File: src/rtl/comparator_pkg.sv
// Shared constants and types for the comparator array readout path.
// LANE_W is shared with the comparator array; LANES/BEATS/CNT_W/HIT_W
// are derived for the default 64-bit vector streamed as 16-bit beats.
package comparator_pkg;

    localparam int unsigned LANE_W     = 2;
    localparam int unsigned DEF_DATA_W = 64;
    localparam int unsigned DEF_OUT_W  = 16;
    localparam int unsigned LANES      = DEF_DATA_W / LANE_W;
    localparam int unsigned BEATS      = DEF_DATA_W / DEF_OUT_W;
    localparam int unsigned CNT_W      = (BEATS > 1) ? $clog2(BEATS) : 1;
    localparam int unsigned HIT_W      = $clog2(LANES + 1);

    typedef enum logic {
        IDLE = 1'b0,
        SEND = 1'b1
    } state_t;

endpackage

File: src/rtl/comparator_result_serializer_if.sv
// Capture / beat-stream / status bundle of the comparator result serializer.
// master: host side (drives capture request, abort, beat ready, ovf clear).
// slave : serializer side (drives capture ready, beats, hit count, status).
interface comparator_result_serializer_if #(
    parameter int unsigned DATA_W = comparator_pkg::DEF_DATA_W,
    parameter int unsigned OUT_W  = comparator_pkg::DEF_OUT_W,
    parameter int unsigned HIT_W  = comparator_pkg::HIT_W
);

    logic [DATA_W-1:0] D_IN;
    logic              CAP_EN;
    logic              CAP_READY;
    logic              ABORT;
    logic [OUT_W-1:0]  O_DATA;
    logic              O_VALID;
    logic              O_READY;
    logic              O_LAST;
    logic [HIT_W-1:0]  HIT_CNT;
    logic              OVF;
    logic              CLR_OVF;
    logic              BUSY;

    modport master (
        output D_IN, CAP_EN, ABORT, O_READY, CLR_OVF,
        input  CAP_READY, O_DATA, O_VALID, O_LAST, HIT_CNT, OVF, BUSY
    );

    modport slave (
        input  D_IN, CAP_EN, ABORT, O_READY, CLR_OVF,
        output CAP_READY, O_DATA, O_VALID, O_LAST, HIT_CNT, OVF, BUSY
    );

endinterface

File: src/rtl/lane_nz_popcount.sv
// Combinational count of non-zero LANE_W-bit lanes in a DATA_W vector.
// vec_i    : packed lane vector, lane 0 in the LSBs
// nz_cnt_o : number of lanes whose value is not zero
module lane_nz_popcount #(
    parameter int unsigned DATA_W = 64,
    parameter int unsigned LANE_W = 2,
    parameter int unsigned CNT_W  = 6
) (
    input  logic [DATA_W-1:0] vec_i,
    output logic [CNT_W-1:0]  nz_cnt_o
);

    localparam int unsigned N_LANES = DATA_W / LANE_W;

    always_comb begin
        nz_cnt_o = '0;
        for (int unsigned i = 0; i < N_LANES; i++) begin
            if (|vec_i[i*LANE_W +: LANE_W]) begin
                nz_cnt_o = nz_cnt_o + CNT_W'(1);
            end
        end
    end

endmodule

File: src/rtl/comparator_result_serializer.sv
// Captures the comparator array vector, counts non-zero lanes and streams the
// vector out lowest lane first as OUT_W-bit beats over valid/ready.
// CLK  : clock, rising edge
// RSTL : asynchronous active-low reset
// bus  : capture request/ready, abort, beat stream, hit count, overflow, busy
module comparator_result_serializer #(
    parameter int unsigned DATA_W = comparator_pkg::DEF_DATA_W,
    parameter int unsigned LANE_W = comparator_pkg::LANE_W,
    parameter int unsigned OUT_W  = comparator_pkg::DEF_OUT_W
) (
    input  logic                           CLK,
    input  logic                           RSTL,
    comparator_result_serializer_if.slave  bus
);

    import comparator_pkg::*;

    localparam int unsigned N_LANES = DATA_W / LANE_W;
    localparam int unsigned N_BEATS = DATA_W / OUT_W;
    localparam int unsigned BCNT_W  = (N_BEATS > 1) ? $clog2(N_BEATS) : 1;
    localparam int unsigned HCNT_W  = $clog2(N_LANES + 1);
    localparam logic [BCNT_W-1:0] LAST_BEAT = BCNT_W'(N_BEATS - 1);

    state_t              state_q, state_d;
    logic [DATA_W-1:0]   sr_q, sr_d;
    logic [BCNT_W-1:0]   cnt_q, cnt_d;
    logic [HCNT_W-1:0]   hit_q, hit_d;
    logic                ovf_q, ovf_d;
    logic [HCNT_W-1:0]   hit_c;
    logic                last_c;
    logic                fire_c;
    logic                cap_ready_c;
    logic                load_c;

    lane_nz_popcount #(
        .DATA_W (DATA_W),
        .LANE_W (LANE_W),
        .CNT_W  (HCNT_W)
    ) u_popcount (
        .vec_i    (bus.D_IN),
        .nz_cnt_o (hit_c)
    );

    // Capture is possible when idle or when the last beat leaves this cycle;
    // ABORT blocks any capture in the same cycle.
    assign last_c      = (state_q == SEND) && (cnt_q == LAST_BEAT);
    assign fire_c      = (state_q == SEND) && bus.O_READY;
    assign cap_ready_c = !bus.ABORT && ((state_q == IDLE) || (last_c && bus.O_READY));
    assign load_c      = bus.CAP_EN && cap_ready_c;

    // Next-state and datapath update.
    always_comb begin
        state_d = state_q;
        sr_d    = sr_q;
        cnt_d   = cnt_q;
        hit_d   = hit_q;
        ovf_d   = ovf_q;

        // Set after clear so a same-cycle loss wins.
        if (bus.CLR_OVF) begin
            ovf_d = 1'b0;
        end
        if (bus.CAP_EN && !cap_ready_c) begin
            ovf_d = 1'b1;
        end

        case (state_q)
            IDLE: begin
                if (load_c) begin
                    sr_d    = bus.D_IN;
                    hit_d   = hit_c;
                    cnt_d   = '0;
                    state_d = SEND;
                end
            end
            SEND: begin
                if (fire_c) begin
                    sr_d = sr_q >> OUT_W;
                    if (last_c) begin
                        cnt_d   = '0;
                        state_d = IDLE;
                    end else begin
                        cnt_d = cnt_q + BCNT_W'(1);
                    end
                end
                // Back-to-back recapture on the final accept: no bubble.
                if (load_c) begin
                    sr_d    = bus.D_IN;
                    hit_d   = hit_c;
                    cnt_d   = '0;
                    state_d = SEND;
                end
                if (bus.ABORT) begin
                    cnt_d   = '0;
                    state_d = IDLE;
                end
            end
            default: state_d = IDLE;
        endcase
    end

    // State and datapath registers.
    always_ff @(posedge CLK or negedge RSTL) begin
        if (!RSTL) begin
            state_q <= IDLE;
            sr_q    <= '0;
            cnt_q   <= '0;
            hit_q   <= '0;
            ovf_q   <= 1'b0;
        end else begin
            state_q <= state_d;
            sr_q    <= sr_d;
            cnt_q   <= cnt_d;
            hit_q   <= hit_d;
            ovf_q   <= ovf_d;
        end
    end

    // Outputs decode registered state directly.
    assign bus.CAP_READY = cap_ready_c;
    assign bus.O_VALID   = (state_q == SEND);
    assign bus.BUSY      = (state_q == SEND);
    assign bus.O_LAST    = last_c;
    assign bus.O_DATA    = sr_q[OUT_W-1:0];
    assign bus.HIT_CNT   = hit_q;
    assign bus.OVF       = ovf_q;

endmodule

File: src/flat_wrapper.sv
// flat-port wrapper written by rule: the top's interface ports become plain ports
module comparator_result_serializer_flat import comparator_pkg::*;
#(
    parameter int unsigned DATA_W = comparator_pkg::DEF_DATA_W,
    parameter int unsigned LANE_W = comparator_pkg::LANE_W,
    parameter int unsigned OUT_W  = comparator_pkg::DEF_OUT_W
)
  (CLK, RSTL, bus_D_IN, bus_CAP_EN, bus_ABORT, bus_O_READY, bus_CLR_OVF, bus_CAP_READY, bus_O_DATA, bus_O_VALID, bus_O_LAST, bus_HIT_CNT, bus_OVF, bus_BUSY);
  comparator_result_serializer_if #(.DATA_W(DATA_W), .OUT_W(OUT_W), .HIT_W(6)) bus_i ();
  input  logic CLK;
  input  logic RSTL;
  input wire logic [$bits(bus_i.D_IN)-1:0] bus_D_IN;
  input wire logic [$bits(bus_i.CAP_EN)-1:0] bus_CAP_EN;
  input wire logic [$bits(bus_i.ABORT)-1:0] bus_ABORT;
  input wire logic [$bits(bus_i.O_READY)-1:0] bus_O_READY;
  input wire logic [$bits(bus_i.CLR_OVF)-1:0] bus_CLR_OVF;
  output wire logic [$bits(bus_i.CAP_READY)-1:0] bus_CAP_READY;
  output wire logic [$bits(bus_i.O_DATA)-1:0] bus_O_DATA;
  output wire logic [$bits(bus_i.O_VALID)-1:0] bus_O_VALID;
  output wire logic [$bits(bus_i.O_LAST)-1:0] bus_O_LAST;
  output wire logic [$bits(bus_i.HIT_CNT)-1:0] bus_HIT_CNT;
  output wire logic [$bits(bus_i.OVF)-1:0] bus_OVF;
  output wire logic [$bits(bus_i.BUSY)-1:0] bus_BUSY;
  assign bus_i.D_IN = bus_D_IN;
  assign bus_i.CAP_EN = bus_CAP_EN;
  assign bus_i.ABORT = bus_ABORT;
  assign bus_i.O_READY = bus_O_READY;
  assign bus_i.CLR_OVF = bus_CLR_OVF;
  assign bus_CAP_READY = bus_i.CAP_READY;
  assign bus_O_DATA = bus_i.O_DATA;
  assign bus_O_VALID = bus_i.O_VALID;
  assign bus_O_LAST = bus_i.O_LAST;
  assign bus_HIT_CNT = bus_i.HIT_CNT;
  assign bus_OVF = bus_i.OVF;
  assign bus_BUSY = bus_i.BUSY;
  comparator_result_serializer #(.DATA_W(DATA_W), .LANE_W(LANE_W), .OUT_W(OUT_W)) u_core (.CLK(CLK), .RSTL(RSTL), .bus(bus_i));
endmodule
File: config.mk
export PLATFORM = sky130hd
export DESIGN_NAME = comparator_result_serializer_flat
export DESIGN_NICKNAME = d
export VERILOG_FILES = /design/src/rtl/comparator_pkg.sv /design/src/rtl/comparator_result_serializer_if.sv /design/src/rtl/lane_nz_popcount.sv /design/src/rtl/comparator_result_serializer.sv /design/src/flat_wrapper.sv
export SDC_FILE = /design/constraint.sdc
export NUM_CORES = 1
export LEC_CHECK = 0
export CELL_PAD_IN_SITES_DETAIL_PLACEMENT = 2
export CELL_PAD_IN_SITES_GLOBAL_PLACEMENT = 2
export CORE_ASPECT_RATIO = 0.9
export CORE_MARGIN = 8
export CORE_UTILIZATION = 30
export DETAILED_ROUTE_END_ITERATION = 8
export PLACE_DENSITY = 0.78
export SYNTH_ARGS = -nofsm -noshare
export SYNTH_HDL_FRONTEND = slang
export SYNTH_HIERARCHICAL = 1
export SYNTH_SLANG_ARGS = --single-unit
File: constraint.sdc
create_clock -name CLK -period 2.3 [get_ports CLK]
set_input_delay 0.23 -clock CLK [delete_from_list [all_inputs] [get_ports CLK]]
set_output_delay 0.23 -clock CLK [all_outputs]
set_load 0.03 [all_outputs]
## Word level (Yosys, flattened, before mapping)

Index checks and enable logic that the tools add are counted.

- Register bits: 74
- Bits of input ports: 70
- Output and inout port bits: 27

- Add/sub/neg operators: 32
- Equal/unequal tests: 4
- Mux-type cells: 51
- Bitwise gates (word level): 1
- Reductions and logical operators: 44

Operators by type and width:

| operator | number |
|---|---|
| $mux 6 | 32 |
| $mux 64 | 3 |
| $add 6x1->6 const B | 31 |
| $pmux 64 s2 | 1 |
| $reduce_or 2->1 | 32 |
| $mux 2 | 5 |
| $mux 1 | 8 |
| $logic_and 1x1->1 | 6 |
| $ne 4x4->1 const B | 1 |
| $pmux 2 s2 | 1 |
| $reduce_and 2->1 | 2 |
| $ne 3x3->1 const B | 1 |
| $add 2x1->2 const B | 1 |
| $eq 2x2->1 const B | 1 |
| $logic_not 1->1 | 2 |
| $ne 2x1->1 const B | 1 |
| $pmux 1 s2 | 1 |
| $reduce_bool 2->1 | 1 |
| $logic_or 1x1->1 | 1 |
| $not 1->1 | 1 |

## Longest topological paths before layout

Gate-level depths: netlist of run 1.

- Word-level depth: 65
- Depth in mapped cells: 90

## By module

Netlist of run 1, hierarchy kept.

Modules (own cells, without submodules):

| module | instances | cells an instance | area each (µm²) | seq. area each (µm²) |
|---|---|---|---|---|
| lane_nz_popcount | 1 | 679 | 5096.1 | 0.0 |
| comparator_result_serializer | 1 | 367 | 3529.6 | 1851.8 |

## Worst setup path before layout of run 1

Ideal clock, no wire load.

- Path type: input to register
- Start: input bus_D_IN[1]
- End: register u_core.hit_q[5] (netlist: u_core/bus.HIT_CNT[5])
- Data arrival time: 16.028 ns
- Setup slack: -13.852 ns
- Stages: 87
- Buffers on the path: 2
- Cell sequence: nor2_1 > ha_1 > buf_2 > or3_1 > and2_0 > clkbuf_1 > ha_1 > mux2_2 > ha_1 > nor2_1 > nor2_1 > ha_1 > o21ai_0 > inv_1 > a31oi_1 > xor2_1 > nor2_1 > or2_2 > [... 51 more ...] > nor2_1 > a31o_2 > xnor2_1 > mux2_2 > ha_1 > o21a_1 > ha_1 > o21ai_0 > nand2_1 > ha_1 > o21ai_0 > or4_1 > mux2_4 > nand2b_1 > mux2i_1 > a21oi_2 > xnor2_1 > mux2_2

- Cells in the longest elaborated chain, start to end: 65

Ends and longest elaborated chain:

| item | RTL line | RTL |
|---|---|---|
| start, declared | flat_wrapper.sv:12 | `input wire logic [$bits(bus_i.D_IN)-1:0] bus_D_IN;` |
| $reduce_or 2->1 * | lane_nz_popcount.sv:18 | `if (\|vec_i[i*LANE_W +: LANE_W]) begin` |
| $mux 1 * | lane_nz_popcount.sv:18 |  |
| $add 6x1->6 | lane_nz_popcount.sv:19 | `nz_cnt_o = nz_cnt_o + CNT_W'(1);` |
| $mux 6 * | lane_nz_popcount.sv:18 |  |
| $add 6x1->6 | lane_nz_popcount.sv:19 |  |
| $mux 6 * | lane_nz_popcount.sv:18 |  |
| $add 6x1->6 | lane_nz_popcount.sv:19 |  |
| $mux 6 * | lane_nz_popcount.sv:18 |  |
| [... 50 more ...] | n/a |  |
| $add 6x1->6 | lane_nz_popcount.sv:19 |  |
| $mux 6 * | lane_nz_popcount.sv:18 |  |
| $add 6x1->6 | lane_nz_popcount.sv:19 |  |
| $mux 6 * | lane_nz_popcount.sv:18 |  |
| $add 6x1->6 | lane_nz_popcount.sv:19 |  |
| $mux 6 * | lane_nz_popcount.sv:18 |  |
| via u_core.hit_c[5] | comparator_result_serializer.sv:29 | `logic [HCNT_W-1:0] hit_c;` |
| $mux 6 * | comparator_result_serializer.sv:69, comparator_result_serializer.sv:87 |  |
| end signal, assigned | comparator_result_serializer.sv:114 | `hit_q <= hit_d;` |
| end, declared | comparator_result_serializer.sv:27 | `logic [HCNT_W-1:0] hit_q, hit_d;` |

Mark *: on every way through the listed nets, which the timed path passes. The rest lies on a longest branch. The select of a mux whose other input is x is not followed.
A chain may end at the register's enable or synchronous reset.

## Final worst setup path of run 1

- Start: input bus_D_IN[2]
- End: register u_core.hit_q[5] (netlist: u_core/bus.HIT_CNT[5])

- Cells in the longest elaborated chain, start to end: 63

Ends and longest elaborated chain:

| item | RTL line |
|---|---|
| $reduce_or 2->1 * | lane_nz_popcount.sv:18 |
| $mux 6 * | lane_nz_popcount.sv:18 |
| $add 6x1->6 | lane_nz_popcount.sv:19 |
| $mux 6 * | lane_nz_popcount.sv:18 |
| $add 6x1->6 | lane_nz_popcount.sv:19 |
| $mux 6 * | lane_nz_popcount.sv:18 |
| $add 6x1->6 | lane_nz_popcount.sv:19 |
| $mux 6 * | lane_nz_popcount.sv:18 |
| [... 48 more ...] | n/a |
| $add 6x1->6 | lane_nz_popcount.sv:19 |
| $mux 6 * | lane_nz_popcount.sv:18 |
| $add 6x1->6 | lane_nz_popcount.sv:19 |
| $mux 6 * | lane_nz_popcount.sv:18 |
| $add 6x1->6 | lane_nz_popcount.sv:19 |
| $mux 6 * | lane_nz_popcount.sv:18 |
| via u_core.hit_c[5] | comparator_result_serializer.sv:29 |
| $mux 6 * | comparator_result_serializer.sv:69, comparator_result_serializer.sv:87 |

Marked as above.

==> results.yml, run 1 <==
run_status:
  status: "finished with violations"
  violations: "max-capacitance violations, max-slew violations, negative setup slack"
placed_design:
  io_buffers: 96
  hpwl_um: 34700
  dp_cells: 1804
  gp_congestion: 0.892
synth:
  synth.distinct_cells: 96
  synthArstFlopShare_pct: 100
  synthCells: 1046
  synthFlopType: "dfrtp_1"
  synth_fp_nets: 1148
  synth-edff-count: 0
  yosys-top-cells-area: "dfrtp_1, xnor2_1, nand2_1, ha_1, a31oi_1"
  syn_area_per_cell_um2: 8.25
  synth-warning-count: 6
  synth.top_cell.area_share_pct: 21.5
  ys_seq_area_share_pct: 21.5
  synth.cell_area_mm2: 0.00863
  yosys_register_bits: 74
  synth_top_area_cell: "dfrtp_1"
job:
  max-cap-violations: 1
worst_setup_path:
  crit_start: "bus_D_IN[2]"
  crit_path_start_kind: "input pin"
  path_max_fanout: 5
  path_common_cell: "ha_4"
  slowest_stage: "or4_4"
  crit_path_end_kind: "register"
  r2r_start: "u_core/cnt_q[0]$_DFFE_PN0P_"
  crit_type: "input pin to register"
  max_stage_delay_ps: 430
  regToRegSetupSlack_ps: 280
  arrival_ps: 16240
  required_ps: 2530
layout:
  nets: 1639
  drive_gt1_share_pct: 44.6
  fillers: 2999
  final_cells: 1908
  mostFrequentLayoutCell: "buf_4"
  final_util_pct: 51.0
  diodes: 0
  layout_common_cells: "buf_4, nand2_1, clkdlybuf4s50_1, dfrtp_1, nor2_1"
  synthToLayoutAreaGrowth_pct: 69.0
timing:
  rsz0062_at_grt: "yes"
  timing.final.crit_share_pct: 696
  finalClockSkew_ps: 17.6
  layout_setup_ws_ps: -13710
  hold_viol_final: 0
  final_max_slew_viol_count: 2
  period_needed_ps: 16010
  hold_ws_ps: 40.1
  worst_pin_slew_ps: 1660
  setup_violations: 6
  max_freq_mhz: 62.5
  slew_headroom_pct: -13.3
clocking:
  cts_tree: "done"
  cts_max_level: 3
  path_clk_slew_ps: 60
  numCtsBuffers: 9
  clock-root-buffer: "clkbuf_16"
  clock_latency_ps: 360
  clock-sinks: 74
  cts_hold_repair.buffers: 0
  clk_path_buf_depth: 2
global_route:
  grt_pass1_vias: 12600
  grt_max_degree: 75
  antenna_found_initial: 0
  grt_pass1_wl_um: 80700
  track_usage_pct: 30.1
  globalRouteOverflowTotal: 0
detailed_routing:
  drt_drc_violations_left: 0
  num_vias: 11600
  wl_per_cell_um: 32.7
  highest_layer: "met4"
  initialDrtViolationCount: 842
  ant_nets: 0
  totalWireLength_um: 62400
  wl_met3_um: 3440
  routed_via_density: 6.07
  drtPass1Iterations: 5
  wl_met2_um: 31200
  met1Wirelength_um: 22700
worst_hold_path:
  min_path_type: "input pin to async pin"
floorplan:
  die_y_um: 177
  rows: 59
  ios: 97
  core_area_mm2: 0.0286
  dieArea_mm2: 0.0344
  die_w_um: 195
  initial_core_util_pct: 30.2
-- worst paths after layout --
check                                                         end  cells past startpoint
worst min-delay path            u_core/bus.HIT_CNT[5]$_DFFE_PN0P_                      1
worst max register to register        u_core/sr_q[39]$_DFFE_PN0P_                      5
worst max-delay path            u_core/bus.HIT_CNT[5]$_DFFE_PN0P_                     87
max in group asynchronous             u_core/sr_q[10]$_DFFE_PN0P_                      1
worst min register to register  u_core/bus.HIT_CNT[2]$_DFFE_PN0P_                      1
min in group CLK                       u_core/sr_q[2]$_DFFE_PN0P_                      3
-- final cells by class --
type / instances / area, um^2 / share of cell area, %
Clock inverter: 4 / 51.3 / 0.352
Sequential cell: 74 / 1850 / 12.7
Tap cell: 366 / 458 / 3.14
Clock buffer: 12 / 246 / 1.69
Timing Repair Buffer: 545 / 4540 / 31.1
Inverter: 18 / 67.6 / 0.464
Multi-Input combinational cell: 889 / 7370 / 50.5
-- synthesized netlist by cell type, types with 5 or more instances --
master / count
a21o_1: 5
a21oi_1: 40
a22o_1: 18
a31oi_1: 60
and2_1: 9
and3_1: 5
buf_1: 5
buf_2: 14
buf_4: 18
buf_6: 7
clkbuf_1: 21
dfrtp_1: 74
ha_1: 32
inv_1: 17
mux2_2: 8
mux2i_1: 13
nand2_1: 135
nand2b_1: 8
nand3_1: 28
nor2_1: 87
nor2b_1: 5
nor3_1: 68
nor3b_1: 6
o21a_1: 9
o21ai_0: 63
o22ai_1: 15
o31ai_1: 5
or2_2: 27
or3_1: 7
xnor2_1: 61
xnor2_2: 6
xnor2_4: 12
xnor3_1: 6
xor2_1: 41
-- state kept, by name (all words and copies together), names as in the netlist --
name                count
u_core/bus.OVF          1
u_core/sr_q            64
u_core/bus.BUSY         1
u_core/bus.HIT_CNT      6
u_core/cnt_q            2
-- kinds of logic after synthesis --
group	Yosys count	share of synthesized area, %
simple gates	417	23.2
mux	26	3.25
compound gates	273	21.4
xor+xnor	141	20.8
flops	74	21.5
buf+inv	83	5.21
fa+ha+maj	32	4.64
-- repair_timing --
item	CTS	global route
gates resized for setup	116	95
pin swaps	69	69
endpoints found under the setup margin	6	7
cloned	0	0
setup buffers	62	37
-- worst max-delay path, delay by kind of cell --
| family | cells | cell delay, ps |
|---|---|---|
| AOI/OAI and AO/OA | 29 | 4920 |
| xor gates and xnor gates | 10 | 1730 |
| buffers and inverters | 5 | 590 |
| muxes | 6 | 1640 |
| adders and majority gates | 16 | 4290 |
| and+or+nand+nor | 21 | 2770 |
-- metal layers --
layer	up-vias	global-route usage, %
li1	4734	-
met1	5873	33.2
met2	642	56.9
met3	328	3.95
met4	0	13.6
met5	-	0
-- metrics by stage --
step	instance area [um^2]	setup WS [ps]	TNS [ps]
after floorplan	8950	-12220	-61640
after global placement	12700	-12550	-65860
after detailed placement	12700	-13950	-72920
after CTS	13900	-12780	-67810
after global routing	14600	-13970	-74250
final	14600	-13710	-72610
Power of run 1 is not shown: default switching activity piles up to over one toggle a cycle in this logic, so the estimate is an artifact.
==> run 2: changes to the inputs <==
--- a/config.mk
+++ b/config.mk
@@ -7,9 +7,9 @@
 export LEC_CHECK = 0
 export CELL_PAD_IN_SITES_DETAIL_PLACEMENT = 2
 export CELL_PAD_IN_SITES_GLOBAL_PLACEMENT = 2
-export CORE_ASPECT_RATIO = 0.9
 export CORE_MARGIN = 8
 export CORE_UTILIZATION = 30
+export CTS_BUF_LIST = sky130_fd_sc_hd__clkbuf_4
 export DETAILED_ROUTE_END_ITERATION = 8
 export PLACE_DENSITY = 0.78
 export SYNTH_ARGS = -nofsm -noshare
==> run 2 against run 1 <==
Effect of this change:
- the run ends with negative setup slack left
- clock skew up 9.5 ps
- die area about the same
- via count down 4.6%
- final cell count down 0.42%
- flip-flop and latch count unchanged
- core utilization down 1.9 points
- first-iteration DRC count down 17%
- hold slack better by 41 ps
- setup slack better by 370 ps
- critical path depth up 5
- register-to-register slack worse by 220 ps
- highest routed layer unchanged
==> results.yml, run 2 (synthesized netlist as in run 1, its figures left out) <==
run_status:
  status: "finished with violations"
  violations: "negative setup slack"
clocking:
  clock_latency_ps: 460
  cts_max_level: 3
  cts_tree: "done"
  path_clk_slew_ps: 150
  clock-sinks: 74
  numCtsBuffers: 9
  clk_path_buf_depth: 2
  clock-root-buffer: "clkbuf_4"
worst_setup_path:
  crit_type: "input pin to register"
  crit_path_start_kind: "input pin"
  slowest_stage: "or4_4"
  arrival_ps: 15970
  max_stage_delay_ps: 410
  r2r_end: "u_core/sr_q[8]$_DFFE_PN0P_"
  path_delay_family: "compound AO/OA/AOI/OAI gates"
  required_ps: 2640
  r2r_start: "u_core/cnt_q[0]$_DFFE_PN0P_"
  path_max_fanout: 5
  reg2reg_depth: 4
  cp_num_buf_inv: 11
  regToRegSetupSlack_ps: 60
  crit_path_end_kind: "register"
  path_common_cell: "ha_4"
floorplan:
  die_y_um: 186
  core_area_mm2: 0.0285
  ios: 97
  die_w_um: 186
  initial_core_util_pct: 30.2
  dieArea_mm2: 0.0344
  rows: 62
worst_hold_path:
  holdCritStartpoint: "bus_D_IN[1]"
  min_path_type: "input pin to register"
  whs_endpoint: "u_core/sr_q[1]$_DFFE_PN0P_"
  min_path_cells: 3
layout:
  nets: 1613
  mostFrequentLayoutCell: "buf_4"
  synthToLayoutAreaGrowth_pct: 62.4
  fillers: 3080
  regArea_mm2: 0.00185
  drive_gt1_share_pct: 42.4
  final_util_pct: 49.1
  layout_common_cells: "buf_4, nand2_1, clkdlybuf4s50_1, dfrtp_1, nor2_1"
  regMostFlops: "u_core/sr_q"
  final_cells: 1900
  largest_reg_flops: 64
  multi_input_area_mm2: 0.00717
timing:
  layout_setup_ws_ps: -13330
  slew_headroom_pct: 33.0
  tns_ps: -70320
  hold_viol_final: 0
  max_freq_mhz: 64.0
  final_max_slew_viol_count: 0
  timing.final.crit_share_pct: 680
  hold_ws_ps: 81.6
  rsz0062_at_grt: "yes"
  setup_violations: 6
  period_needed_ps: 15630
  worst_pin_slew_ps: 1000
  finalClockSkew_ps: 27.1
detailed_routing:
  drt_drc_violations_left: 0
  routed_via_density: 5.81
  ant_nets: 0
  num_vias: 11000
  wl_per_cell_um: 29.6
  totalWireLength_um: 56200
  initialDrtViolationCount: 698
  drtPass1Iterations: 6
placed_design:
  dp_cells: 1819
  hpwl_um: 33200
  io_buffers: 96
  gp_congestion: 0.899
job:
  max-cap-violations: 0
global_route:
  globalRouteOverflowTotal: 0
  antenna_found_initial: 1
  track_usage_pct: 27.8
  grt_pass1_wl_um: 74100
  grt_max_degree: 75
  grt_pass1_vias: 12400
## run 2: worst max-delay path by stage
stage | startpoint | end | slack (ps) | cells past startpoint
2_1_floorplan | bus_D_IN[2] | u_core/bus.HIT_CNT[5]$_DFFE_PN0P_ | -12220 | 87
3_3_place_gp | bus_D_IN[2] | u_core/bus.HIT_CNT[5]$_DFFE_PN0P_ | -12560 | 87
3_5_place_dp | bus_D_IN[0] | u_core/bus.HIT_CNT[5]$_DFFE_PN0P_ | -13860 | 87
4_1_cts | bus_D_IN[1] | u_core/bus.HIT_CNT[5]$_DFFE_PN0P_ | -12560 | 87
5_1_grt | bus_D_IN[3] | u_core/bus.HIT_CNT[5]$_DFFE_PN0P_ | -13620 | 87
6_report | bus_D_IN[3] | u_core/bus.HIT_CNT[4]$_DFFE_PN0P_ | -13330 | 92
## run 2: final cells by class
| type | count | share of cell area, % |
|---|---|---|
| inverters | 18 | 0.482 |
| clock buffers | 9 | 0.482 |
| well taps | 384 | 3.43 |
| diodes | 1 | 0.0179 |
| clock inverters | 6 | 0.759 |
| multi-input cells | 889 | 51.2 |
| flip-flops and latches | 74 | 13.2 |
| repair buffers | 519 | 30.4 |
## run 2: stage by stage
stage | area [um^2] | setup WS (ps)
4_1_cts | 13600 | -12560
3_3_place_gp | 12700 | -12560
6_report | 14000 | -13330
5_1_grt | 14000 | -13620
3_5_place_dp | 12700 | -13860
2_1_floorplan | 8950 | -12220
## run 2: repair_timing
action,4_1_cts,5_1_grt
gates resized for setup,99,56
pin swaps,59,43
hold buffers,1,0
setup buffers,45,20
hold endpoints to repair,74,0
setup endpoints to repair,7,7
## run 2: worst reg2reg max path: stages (launching register included)
cell	delay (ps)
dfrtp_1	470
ha_1	330
and4b_1	680
o21ai_0	290
a31oi_1	350
## run 2: routing by layer
layer	global-route usage, %	vias to the layer above	wire length [um]
met5	0	-	0
met2	53.3	465	29400
met4	14.2	0	3840
met3	3.01	254	2230
met1	29.6	5653	20700
li1	-	4670	-
Power of run 2 is left out for the same reason.
